### config.mk
export PLATFORM = sky130hd
export DESIGN_NAME = aux_line_renderer
export DESIGN_NICKNAME = d
export VERILOG_FILES = /design/src/rtl/aux_line_renderer.sv
export SDC_FILE = /design/constraint.sdc
export NUM_CORES = 1
export LEC_CHECK = 0
export ABC_AREA = 1
export CORE_UTILIZATION = 58
export CTS_BUF_LIST = sky130_fd_sc_hd__clkbuf_8 sky130_fd_sc_hd__clkbuf_16
export DETAILED_ROUTE_END_ITERATION = 10
export PLACE_DENSITY = 0.79
export RECOVER_POWER = 25
export SYNTH_ARGS = -nofsm -noshare
export SYNTH_HDL_FRONTEND = slang
export SYNTH_SLANG_ARGS = --single-unit
export TNS_END_PERCENT = 5
### constraint.sdc
create_clock -name clock_in -period 2.5 [get_ports clock_in]
set_input_delay 0.25 -clock clock_in [delete_from_list [all_inputs] [get_ports clock_in]]
set_output_delay 0.25 -clock clock_in [all_outputs]
set_load 0.02 [all_outputs]
### src/rtl/aux_line_renderer.sv
`default_nettype none
// ============================================================================
//  Module   : aux_line_renderer
//  Purpose  : Renders one aux memory word per text row as a horizontal bar of
//             bits. Each line fetches the row's word on the h_sync rising edge,
//             then shifts it out MSB-first, CELL_WIDTH pixels per bit.
//  Ports    : clock_in         - pixel clock, sole clock
//             reset_in         - synchronous reset, active-low
//             v_sync_in        - vertical sync, active-low (frame restart)
//             h_sync_in        - horizontal sync, active-low
//             video_on_in      - high during active pixels of a line
//             aux_data_in      - aux memory read data (cycle after address)
//             aux_raddress_out - aux memory read address (= text row)
//             aux_rd_out       - one-cycle read strobe per fetch
//             pixel_on_out     - registered pixel value
//             late_fetch_out   - sticky: video started before word was loaded
//  Revision : 1.0 - initial release
// ============================================================================
module aux_line_renderer #(
    parameter int DATA_WIDTH        = 16,
    parameter int AUX_ADDRESS_WIDTH = 5,
    parameter int AUX_ELEMENTS      = 32,
    parameter int CELL_WIDTH        = 8,
    parameter int ROW_HEIGHT        = 8
) (
    input  logic                         clock_in,
    input  logic                         reset_in,
    input  logic                         v_sync_in,
    input  logic                         h_sync_in,
    input  logic                         video_on_in,
    input  logic [DATA_WIDTH-1:0]        aux_data_in,
    output logic [AUX_ADDRESS_WIDTH-1:0] aux_raddress_out,
    output logic                         aux_rd_out,
    output logic                         pixel_on_out,
    output logic                         late_fetch_out
);

    localparam int c_LINE_MAX  = AUX_ELEMENTS * ROW_HEIGHT;
    localparam int c_LINE_W    = $clog2(c_LINE_MAX + 1);
    localparam int c_ROW_SHIFT = $clog2(ROW_HEIGHT);
    localparam int c_BIT_W     = $clog2(DATA_WIDTH + 1);
    localparam int c_CELL_W    = (CELL_WIDTH > 1) ? $clog2(CELL_WIDTH) : 1;

    localparam logic [c_LINE_W-1:0] c_LINE_SAT  = c_LINE_W'(c_LINE_MAX);
    localparam logic [c_LINE_W-1:0] c_ROWS      = c_LINE_W'(AUX_ELEMENTS);
    localparam logic [c_BIT_W-1:0]  c_BITS      = c_BIT_W'(DATA_WIDTH);
    localparam logic [c_CELL_W-1:0] c_CELL_LAST = c_CELL_W'(CELL_WIDTH - 1);

    typedef enum logic [2:0] {
        S_IDLE  = 3'd0,
        S_FETCH = 3'd1,
        S_WAIT  = 3'd2,
        S_LOAD  = 3'd3,
        S_READY = 3'd4,
        S_DRAW  = 3'd5,
        S_BLANK = 3'd6
    } state_t;

    state_t                         r_state_q,   w_state_d;
    logic [c_LINE_W-1:0]            r_line_q,    w_line_d;
    logic [DATA_WIDTH-1:0]          r_buf_q,     w_buf_d;
    logic [c_BIT_W-1:0]             r_bit_q,     w_bit_d;
    logic [c_CELL_W-1:0]            r_cell_q,    w_cell_d;
    logic [AUX_ADDRESS_WIDTH-1:0]   r_addr_q,    w_addr_d;
    logic                           r_rd_q,      w_rd_d;
    logic                           r_pix_q,     w_pix_d;
    logic                           r_late_q,    w_late_d;
    logic                           r_kill_q,    w_kill_d;
    logic                           r_hs_prev_q, w_hs_prev_d;
    logic                           r_vs_prev_q, w_vs_prev_d;
    logic                           r_vid_prev_q, w_vid_prev_d;

    logic                           w_hs_rise;
    logic                           w_vs_fall;
    logic                           w_vid_fall;
    logic [c_LINE_W-1:0]            w_row;
    logic                           w_row_ok;
    logic                           w_pix_next;
    logic                           w_cell_wrap;
    logic                           w_step;

    assign w_hs_rise   = h_sync_in & ~r_hs_prev_q;
    assign w_vs_fall   = ~v_sync_in & r_vs_prev_q;
    assign w_vid_fall  = ~video_on_in & r_vid_prev_q;
    assign w_row       = r_line_q >> c_ROW_SHIFT;
    assign w_row_ok    = (w_row < c_ROWS);
    // Once every bit has been shifted out the rest of the line is dark; a
    // late line stays dark regardless of what was loaded.
    assign w_pix_next  = ~r_kill_q & (r_bit_q < c_BITS) & r_buf_q[DATA_WIDTH-1];
    assign w_cell_wrap = (r_cell_q == c_CELL_LAST);

    always_comb begin
        w_state_d    = r_state_q;
        w_line_d     = r_line_q;
        w_buf_d      = r_buf_q;
        w_bit_d      = r_bit_q;
        w_cell_d     = r_cell_q;
        w_addr_d     = r_addr_q;
        w_rd_d       = 1'b0;
        w_pix_d      = 1'b0;
        w_late_d     = r_late_q;
        w_kill_d     = r_kill_q;
        w_step       = 1'b0;
        w_hs_prev_d  = h_sync_in;
        w_vs_prev_d  = v_sync_in;
        w_vid_prev_d = video_on_in;

        if (!v_sync_in) begin
            w_state_d = S_IDLE;
            w_line_d  = '0;
            w_kill_d  = 1'b0;
            // The flag can only be raised mid-fetch, which v_sync excludes, so
            // clearing it on the first low cycle keeps it clear for the pulse.
            if (w_vs_fall) begin
                w_late_d = 1'b0;
            end
        end else begin
            if (w_vid_fall && (r_line_q != c_LINE_SAT)) begin
                w_line_d = r_line_q + 1'b1;
            end

            case (r_state_q)
                S_IDLE, S_BLANK: begin
                    if (w_hs_rise) begin
                        if (w_row_ok) begin
                            w_state_d = S_FETCH;
                            w_rd_d    = 1'b1;
                            w_addr_d  = AUX_ADDRESS_WIDTH'(w_row);
                        end else begin
                            w_state_d = S_BLANK;
                        end
                    end
                end
                S_FETCH, S_WAIT, S_LOAD: begin
                    if (w_vid_fall) begin
                        w_state_d = S_IDLE;
                        w_kill_d  = 1'b0;
                    end else begin
                        // Active video overtook the fetch: flag it and keep
                        // the whole line dark, but let the fetch complete so
                        // the read strobe stays a clean single pulse.
                        if (video_on_in) begin
                            w_late_d = 1'b1;
                            w_kill_d = 1'b1;
                        end
                        if (r_state_q == S_FETCH) begin
                            w_state_d = S_WAIT;
                        end else if (r_state_q == S_WAIT) begin
                            w_state_d = S_LOAD;
                        end else begin
                            w_buf_d   = aux_data_in;
                            w_bit_d   = '0;
                            w_cell_d  = '0;
                            w_state_d = S_READY;
                        end
                    end
                end
                S_READY: begin
                    if (video_on_in) begin
                        w_state_d = S_DRAW;
                        w_step    = 1'b1;
                    end
                end
                S_DRAW: begin
                    if (video_on_in) begin
                        w_step = 1'b1;
                    end else begin
                        w_state_d = S_IDLE;
                        w_kill_d  = 1'b0;
                    end
                end
                default: begin
                    w_state_d = S_IDLE;
                end
            endcase

            // One pixel consumed: emit the current MSB and advance the cell.
            if (w_step) begin
                w_pix_d = w_pix_next;
                if (w_cell_wrap) begin
                    w_cell_d = '0;
                    w_buf_d  = {r_buf_q[DATA_WIDTH-2:0], 1'b0};
                    if (r_bit_q != c_BITS) begin
                        w_bit_d = r_bit_q + 1'b1;
                    end
                end else begin
                    w_cell_d = r_cell_q + 1'b1;
                end
            end
        end
    end

    always_ff @(posedge clock_in) begin
        if (!reset_in) begin
            r_state_q    <= S_IDLE;
            r_line_q     <= '0;
            r_buf_q      <= '0;
            r_bit_q      <= '0;
            r_cell_q     <= '0;
            r_addr_q     <= '0;
            r_rd_q       <= 1'b0;
            r_pix_q      <= 1'b0;
            r_late_q     <= 1'b0;
            r_kill_q     <= 1'b0;
            r_hs_prev_q  <= 1'b1;
            r_vs_prev_q  <= 1'b1;
            r_vid_prev_q <= 1'b0;
        end else begin
            r_state_q    <= w_state_d;
            r_line_q     <= w_line_d;
            r_buf_q      <= w_buf_d;
            r_bit_q      <= w_bit_d;
            r_cell_q     <= w_cell_d;
            r_addr_q     <= w_addr_d;
            r_rd_q       <= w_rd_d;
            r_pix_q      <= w_pix_d;
            r_late_q     <= w_late_d;
            r_kill_q     <= w_kill_d;
            r_hs_prev_q  <= w_hs_prev_d;
            r_vs_prev_q  <= w_vs_prev_d;
            r_vid_prev_q <= w_vid_prev_d;
        end
    end

    assign aux_raddress_out = r_addr_q;
    assign aux_rd_out       = r_rd_q;
    assign pixel_on_out     = r_pix_q;
    assign late_fetch_out   = r_late_q;

endmodule
`default_nettype wire

==> results_dict.tcl, run 1 <==
set metrics [dict create \
    clkTransAtPathRegs_ns 0.09 \
    timing.final.ws_setup_ns 0.563 \
    cts_tree "yes" \
    path_max_fanout 23 \
    ys_async_sr_fraction 0 \
    syn-num-nets 412 \
    synth.distinct_cells 30 \
    finalCritPeriodShare 0.775 \
    insertion_delay_ns 0.31 \
    ioPinCount 29 \
    hp-class "register to register" \
    start_util 0.620 \
    synth.top_cell.area_share 0.377 \
    cts_setup_buffers 0 \
    rrSetupSlack_ns 0.56 \
    grt_antenna_before_repair 0 \
    holdBufCountCts 0 \
    p_leak_nw 1.20 \
    cts_sinks 48 \
    yosys-top-cells-count "nand2_1 (94), nor2_1 (54), dfxtp_1 (48)" \
    port_buffers 28 \
    critPathArrivalTime_ns 2.18 \
    ys_seq_area_frac 0.377 \
    diodes 0 \
    synth.cell_area_sq_um 2550 \
    status "completed" \
    max-slew-margin-rel 0.591 \
    yosys_register_bits 48 \
    fp.dieArea_sq_um 4670 \
    vias 2460 \
    area_growth_pct 15.3 \
    gp_congestion 0.847 \
    ctsResizeCount 0 \
    finalHoldWorstSlack_ns 0.478 \
    rows 23 \
    grt_util_all_layers 0.276 \
    hold_viol 0 \
    ant_nets 0 \
    tightest_slew_ns 0.614 \
    fmax_mhz 516 \
    nNetsFinal 438 \
    dp_hpwl_mm 4.09 \
    layout-drive-gt1-share 0.0607 \
    synthCells 385 \
    grt_overflow 0 \
    synthTopCellsByArea "dfxtp_1 (38%), nand2_1 (14%), nor2_1 (7.9%)" \
    ir_drop_v 0.000345 \
    setup_viol 0 \
    startpoint_type "register" \
    wl_mm 5.74 \
    dr.pass1.iters 4 \
    fin_crit_ns 1.94 \
    synth_edf_count 0 \
    power_density_nw_per_um2 493 \
    drc_errors 0 \
    root_buffer "clkbuf_8" \
    cts_made_buffers 5 \
    grt_pass1_vias 2274 \
    grt_max_degree 32 \
    maxCapViolations 0 \
    crit_required_ns 2.75 \
    rsz0062_at_grt "false" \
    synth_area_leader_cell "dfxtp_1" \
    slew_viol_final 0 \
    cts_buffer_depth 2 \
    dieHeight_um 68.3 \
    drt_iter0_markers 195 \
    end_kind "register" \
    syn_avg_cell_area_sq_um 6.63 \
    clock_skew_ns 0.00775 \
    synth_top_flop_cell "dfxtp_1" \
    wire_per_inst_um 12.4 \
    crit_type "register to register" \
    synth.most_common_cell "nand2_1" \
    ys_warn_count 0 \
    place_ws_ns 0.575 \
    htreeDepth 2 \
    core_sq_um 4120 \
    via_per_inst 5.32 \
    die_x_um 68.3 \
    fin_tns_setup_ns 0 \
    grt_pass1_wl_mm 9.72 \
]
==> cell usage in the layout, fill, tap and decap left out, drive strengths merged, types with 6 or more instances in the layout <==
| master | n |
|---|---|
| a21oi | 20 |
| clkbuf | 6 |
| clkdlybuf4s50 | 23 |
| dfxtp | 48 |
| ha | 6 |
| inv | 45 |
| nand2 | 96 |
| nand3 | 22 |
| nor2 | 56 |
| nor3 | 6 |
| o21ai | 58 |
==> registers in the layout (all words and copies together), names as in the netlist, 3 cells and up <==
register and cells:
r_line_q 9, r_bit_q 5, r_state_q 3, r_buf_q 16
r_cell_q 3, aux_raddress_out 5
==> power breakdown <==
part           internal (mW)  switching, mW
Clock                  0.296          0.271
Combinational         0.0497         0.0583
Sequential             0.772        0.00456
==> metrics by stage <==
step | cell area [sq um] | util | instances | power [mW]
2_1_floorplan | 2550 | - | 385 | 0.848
4_1_cts | 2960 | 0.719 | 462 | 1.46
5_1_grt | 2940 | 0.715 | 462 | 1.50
3_3_place_gp | 2850 | 0.692 | 454 | 0.903
3_5_place_dp | 2850 | 0.692 | 454 | 0.903
6_report | 2940 | 0.715 | 462 | 1.45
==> cells by family after synthesis <==
group           Yosys count  synth area share
xor+xnor                  4            0.0137
buf+inv                  59            0.0971
simple gates            189             0.324
fa+ha+maj                 6            0.0294
flops                    48             0.377
compound gates           79             0.159
==> critical path: stages, from the launching register on <==
cell and delay (ns):
dfxtp_1 0.39, inv_1 0.13, nand3_1 0.33, nor2_8 0.42
nand3_1 0.24, o21ai_1 0.19, nand2_1 0.07, nor2_1 0.10
==> worst paths after layout <==
kind,startpoint,endpoint,cells after the start
worst max-delay path,r_state_q[1],r_bit_q[2],7
worst min-delay path,r_buf_q[9],r_buf_q[9],2
worst max register to register,r_state_q[1],r_bit_q[2],7
worst min register to register,r_buf_q[9],r_buf_q[9],2
==> final cells by class <==
class | instances | area [sq um]
repair buffers | 32 | 307
clock buffers | 5 | 68.8
inverters | 46 | 173
clock inverters | 3 | 42.5
fillers | 352 | 1170
multi-input cells | 278 | 1330
flip-flops and latches | 48 | 961
well taps | 50 | 62.6
==> metal layers <==
| layer | GRT usage | part of all wire |
|---|---|---|
| met5 | 0 | 0 |
| met4 | 0.102 | 0.016 |
| met3 | 0.0517 | 0.053 |
| met2 | 0.482 | 0.47 |
| met1 | 0.331 | 0.46 |
(Power assumes the default switching activity.)
==> inputs of run 2 (changes only) <==
--- a/config.mk
+++ b/config.mk
@@ -6,10 +6,10 @@
 export NUM_CORES = 1
 export LEC_CHECK = 0
 export ABC_AREA = 1
-export CORE_UTILIZATION = 58
+export CORE_UTILIZATION = 56
 export CTS_BUF_LIST = sky130_fd_sc_hd__clkbuf_8 sky130_fd_sc_hd__clkbuf_16
 export DETAILED_ROUTE_END_ITERATION = 10
-export PLACE_DENSITY = 0.79
+export PLACE_DENSITY = 0.77
 export RECOVER_POWER = 25
 export SYNTH_ARGS = -nofsm -noshare
 export SYNTH_HDL_FRONTEND = slang
==> constraint.sdc (replaced) <==
create_clock -name clock_in -period 1.79 [get_ports clock_in]
set_input_delay 0.179 -clock clock_in [delete_from_list [all_inputs] [get_ports clock_in]]
set_output_delay 0.179 -clock clock_in [all_outputs]
set_load 0.02 [all_outputs]
==> results_dict.tcl, run 2 (synthesis results as in run 1) <==
set metrics [dict create \
    status "completed" \
    register_area_sq_um 961 \
    drt_iter0_markers 120 \
    dr.pass1.iters 4 \
    finalCritPeriodShare 0.900 \
    cts_tree "yes" \
    dieHeight_um 69.5 \
    internal-power_mw 1.46 \
    power_density_nw_per_um2 636 \
    rows 24 \
    die_x_um 69.5 \
    mostFrequentLayoutCell "nand2_1" \
    start_util 0.586 \
    reg_top3 "r_buf_q: 16 flops, r_line_q: 9 flops" \
    nNetsFinal 443 \
    grt_max_degree 29 \
    fmax_mhz 620 \
    end_kind "register" \
    p_comb_frac 0.083 \
    ctsResizeCount 0 \
    startpoint_type "register" \
    clock_power_share 0.344 \
    ir_drop_v 0.000432 \
    wl_mm 5.33 \
    diodes 0 \
    slew_viol_final 0 \
    clkTransAtPathRegs_ns 0.08 \
    grt_pass1_vias 2221 \
    fin_tns_setup_ns 0 \
    p_leak_nw 1.23 \
    rsz0062_at_grt "false" \
    tightest_slew_ns 0.557 \
    core_sq_um 4350 \
    clock_skew_ns 0.00804 \
    gp_congestion 0.860 \
    largest_register "r_buf_q" \
    ant_nets 0 \
    largest_reg_flops 16 \
    use_met3 0.0451 \
    cts_buffer_depth 2 \
    htreeDepth 2 \
    grt_util_all_layers 0.241 \
    holdBufCountCts 0 \
    use_met1 0.307 \
    critPathArrivalTime_ns 1.85 \
    crit_required_ns 2.03 \
    cts_sinks 48 \
    via_per_inst 5.13 \
    root_buffer "clkbuf_8" \
    gr-max-usage-layer "met2" \
    placed_cell_area_sq_um 2900 \
    dp_hpwl_mm 3.87 \
    insertion_delay_ns 0.30 \
    mostFrequentLayoutCells "nand2_1 (94), nor2_1 (54), dfxtp_1 (48)" \
    multi_input_area_sq_um 1330 \
    wire_per_inst_um 11.4 \
    finish.utilization 0.684 \
    grt_pass1_wl_mm 9.50 \
    setup_viol 0 \
    grt_overflow 0 \
    fin_crit_ns 1.61 \
    path_max_fanout 7 \
    met2_usage 0.407 \
    fill_cells 389 \
    drc_errors 0 \
    fp.dieArea_sq_um 4830 \
    maxCapViolations 0 \
    p_sw_frac 0.230 \
    layout-drive-gt1-share 0.0671 \
    crit_type "register to register" \
    ioPinCount 29 \
    cts_setup_buffers 0 \
    cts_made_buffers 5 \
    hp-class "register to register" \
    p_seq_frac 0.573 \
    port_buffers 28 \
    grt_antenna_before_repair 0 \
    switchingPower_uw 435 \
    vias 2408 \
    max-slew-margin-rel 0.629 \
    fin_area_sq_um 2980 \
    hold_viol 0 \
    area_growth_pct 16.7 \
]
## run 2: changes by cell type in the layout (fill, tap and decap cells not counted), sizes merged
| cell | change |
|---|---|
| clkbuf | +1 |
| clkinv | -1 |
| bufinv | -1 |
| buf | +5 |
| dlygate4sd3 | +1 |
| clkdlybuf4s50 | -1 |
| inv | +2 |
| clkinvlp | -1 |
## run 2: path summary, 6_finish.rpt
path,start,endpoint,slack (ns),cells past startpoint
setup / recovery,r_state_q[2],aux_raddress_out[3],0.18,6
setup reg to reg,r_state_q[2],aux_raddress_out[3],0.18,6
hold / removal,r_buf_q[14],r_buf_q[14],0.47,2
hold reg to reg,r_buf_q[14],r_buf_q[14],0.47,2
## run 2: metal layers
metal  vias up  wire length [um]
met1      1076              2650
met5         -                 0
met2        30              2480
met4         0                70
met3         6               136
li1       1296                 -
## run 2: worst max-delay path: stages, from the launching register on
cell and delay (ns):
dfxtp_1 0.46, inv_1 0.17, o21ai_2 0.17, nand4_1 0.33
inv_1 0.25, nor2_1 0.06, nor2_1 0.11
## run 2: power groups by stage
stage / combinational, mW / sequential [mW] / clock [mW]
2_1_floorplan: 0.0700 / 1.11 / 0
3_3_place_gp: 0.158 / 1.11 / 0
3_5_place_dp: 0.159 / 1.11 / 0
4_1_cts: 0.160 / 1.08 / 0.665
5_1_grt: 0.177 / 1.09 / 0.703
6_report: 0.157 / 1.08 / 0.651
## run 2: final cells by class
cell class / instances / share of cell area
Multi-Input combinational cell: 278 / 0.447
Timing Repair Buffer: 37 / 0.120
Inverter: 46 / 0.0580
Sequential cell: 48 / 0.323
Tap cell: 52 / 0.0219
Clock buffer: 6 / 0.0277
Clock inverter: 2 / 0.00252
## run 2: stage by stage
stage               hold WS (ns)  std cells  worst slack [ns]  power, mW
floorplan                  0.272        385             0.412       1.18
global placement           0.454        461            0.0868       1.27
detailed placement         0.459        461            0.0538       1.27
CTS                        0.471        469             0.196       1.91
global route               0.492        469            0.0458       1.97
finish                     0.469        469             0.178       1.89
==> inputs of run 3 (changes only) <==
--- a/config.mk
+++ b/config.mk
@@ -6,6 +6,7 @@
 export NUM_CORES = 1
 export LEC_CHECK = 0
 export ABC_AREA = 1
+export CORE_ASPECT_RATIO = 0.9
 export CORE_UTILIZATION = 56
 export CTS_BUF_LIST = sky130_fd_sc_hd__clkbuf_8 sky130_fd_sc_hd__clkbuf_16
 export DETAILED_ROUTE_END_ITERATION = 10
==> results_dict.tcl, run 3 (synthesis results as in run 1) <==
set metrics [dict create \
    status "completed" \
    p_leak_nw 1.22 \
    cts_tree "yes" \
    fin_tns_setup_ns 0 \
    clkTransAtPathRegs_ns 0.09 \
    p_seq_frac 0.578 \
    setup_viol 0 \
    die_x_um 73.1 \
    insertion_delay_ns 0.30 \
    cp_cell_sequence "ha_1 -> ha_1 -> inv_1 -> nor2_8 -> inv_2 -> o21ai_0 -> o21ai_1" \
    clock_skew_ns 0.00727 \
    power_density_nw_per_um2 632 \
    tightest_slew_ns 0.620 \
    hold_viol 0 \
    layout-drive-gt1-share 0.0695 \
    rows 22 \
    switchingPower_uw 453 \
    ioPinCount 29 \
    p_comb_frac 0.083 \
    mostFrequentLayoutCell "nand2_1" \
    dr.pass1.iters 5 \
    fp.dieArea_sq_um 4830 \
    p_sw_frac 0.241 \
    timing.rr.end "r_buf_q[5]" \
    max_stage_delay_ns 0.36 \
    largest_register "r_buf_q" \
    cp_slowest_cell "dfxtp_1" \
    fmax_mhz 636 \
    via_per_inst 5.22 \
    area_growth_pct 16.4 \
    cts_buffer_depth 2 \
    clock_power_share 0.339 \
    maxCapViolations 0 \
    grt_antenna_before_repair 0 \
    crit_required_ns 1.98 \
    grt_pass1_wl_mm 10.0 \
    reg_top3 "r_buf_q: 16 flops, r_line_q: 9 flops" \
    cts_setup_buffers 0 \
    rsz0062_at_grt "false" \
    cts_made_buffers 5 \
    slew_viol_final 0 \
    start_util 0.606 \
    min_from "r_buf_q[10]" \
    max-slew-margin-rel 0.587 \
    hp-class "register to register" \
    ir_drop_v 0.000402 \
    grt_max_degree 32 \
    nNetsFinal 443 \
    largest_reg_flops 16 \
    diodes 0 \
    rrSetupSlack_ns 0.22 \
    grt_util_all_layers 0.266 \
    fin_cells 477 \
    grt_overflow 0 \
    root_buffer "clkbuf_8" \
    vias 2492 \
    hold_end "r_buf_q[10]" \
    ctsResizeCount 0 \
    holdBufCountCts 0 \
    wl_mm 5.61 \
    drt_iter0_markers 136 \
    ant_nets 0 \
    cp_common_cell "ha_1" \
    critPathArrivalTime_ns 1.77 \
    dieHeight_um 66.0 \
    mostFrequentLayoutCells "nand2_1 (94), nor2_1 (55), dfxtp_1 (48)" \
    crit_type "register to register" \
    path_max_fanout 15 \
    regToRegStartpoint "r_cell_q[0]" \
    drc_errors 0 \
    fin_crit_ns 1.57 \
    finalHoldWorstSlack_ns 0.472 \
    finalCritPeriodShare 0.879 \
    startpoint_type "register" \
    internal-power_mw 1.42 \
    cts_sinks 48 \
    dp_hpwl_mm 4.08 \
    fill_cells 397 \
    grt_pass1_vias 2310 \
    port_buffers 28 \
    htreeDepth 2 \
    min_path_cells 2 \
    rr_worst_depth 7 \
    core_sq_um 4210 \
    gp_congestion 0.961 \
    wire_per_inst_um 11.8 \
    end_kind "register" \
    place_inst 469 \
]
## run 3: changes by cell type in the layout (fill, tap and decap cells not counted), sizes merged
cell           delta
dlygate4sd3       +2
clkinv            +3
buf               -1
inv               -2
clkdlybuf4s50     -2
## run 3: how the worst max path moves through the flow
stage / start / endpoint / depth (start not counted)
6_report: r_cell_q[0] / r_buf_q[5] / 7
4_1_cts: r_cell_q[0] / r_buf_q[10] / 7
5_1_grt: r_cell_q[0] / r_buf_q[8] / 7
3_3_place_gp: video_on_in / r_buf_q[0] / 6
3_5_place_dp: video_on_in / r_buf_q[8] / 9
2_1_floorplan: r_cell_q[0] / r_buf_q[10] / 8
## run 3: critical path: cells and delay by family, from the launching register on
family          cells  cell delay (ns)
simple gates        1             0.22
compound gates      2             0.29
fa+ha+maj           2             0.33
flops               1             0.36
buf+inv             2             0.26
## run 3: final cells by class
| type | instances | area (sq um) | share of cell area |
|---|---|---|---|
| Inverter | 46 | 173 | 0.0581 |
| Multi-Input combinational cell | 278 | 1330 | 0.449 |
| Sequential cell | 48 | 961 | 0.324 |
| Timing Repair Buffer | 37 | 340 | 0.115 |
| Clock inverter | 3 | 18.8 | 0.00632 |
| Tap cell | 60 | 75.1 | 0.0253 |
| Clock buffer | 5 | 68.8 | 0.0232 |
## run 3: power groups by stage
stage	Sequential [mW]	Clock [mW]	Combinational (mW)
floorplan	1.11	0	0.0700
global placement	1.11	0	0.159
detailed placement	1.11	0	0.160
CTS	1.08	0.647	0.161
global route	1.09	0.691	0.176
finish	1.08	0.636	0.156
## run 3: stage by stage
step	area, sq um	power, mW	setup slack (ns)	util
2_1_floorplan	2550	1.18	0.412	-
3_5_place_dp	2900	1.27	0.0479	0.688
6_report	2970	1.88	0.216	0.705
5_1_grt	2970	1.95	0.0584	0.705
3_3_place_gp	2900	1.27	0.0832	0.688
4_1_cts	2990	1.89	0.211	0.709
## run 3: metal layers
layer / routed length (um) / vias up / part of all wire / track usage
met1: 2670 / 1141 / 0.48 / 0.339
met5: 0 / - / 0 / 0
met3: 206 / 7 / 0.037 / 0.0412
li1: - / 1292 / - / -
met2: 2670 / 52 / 0.48 / 0.468
met4: 55 / 0 / 0.0098 / 0.0662
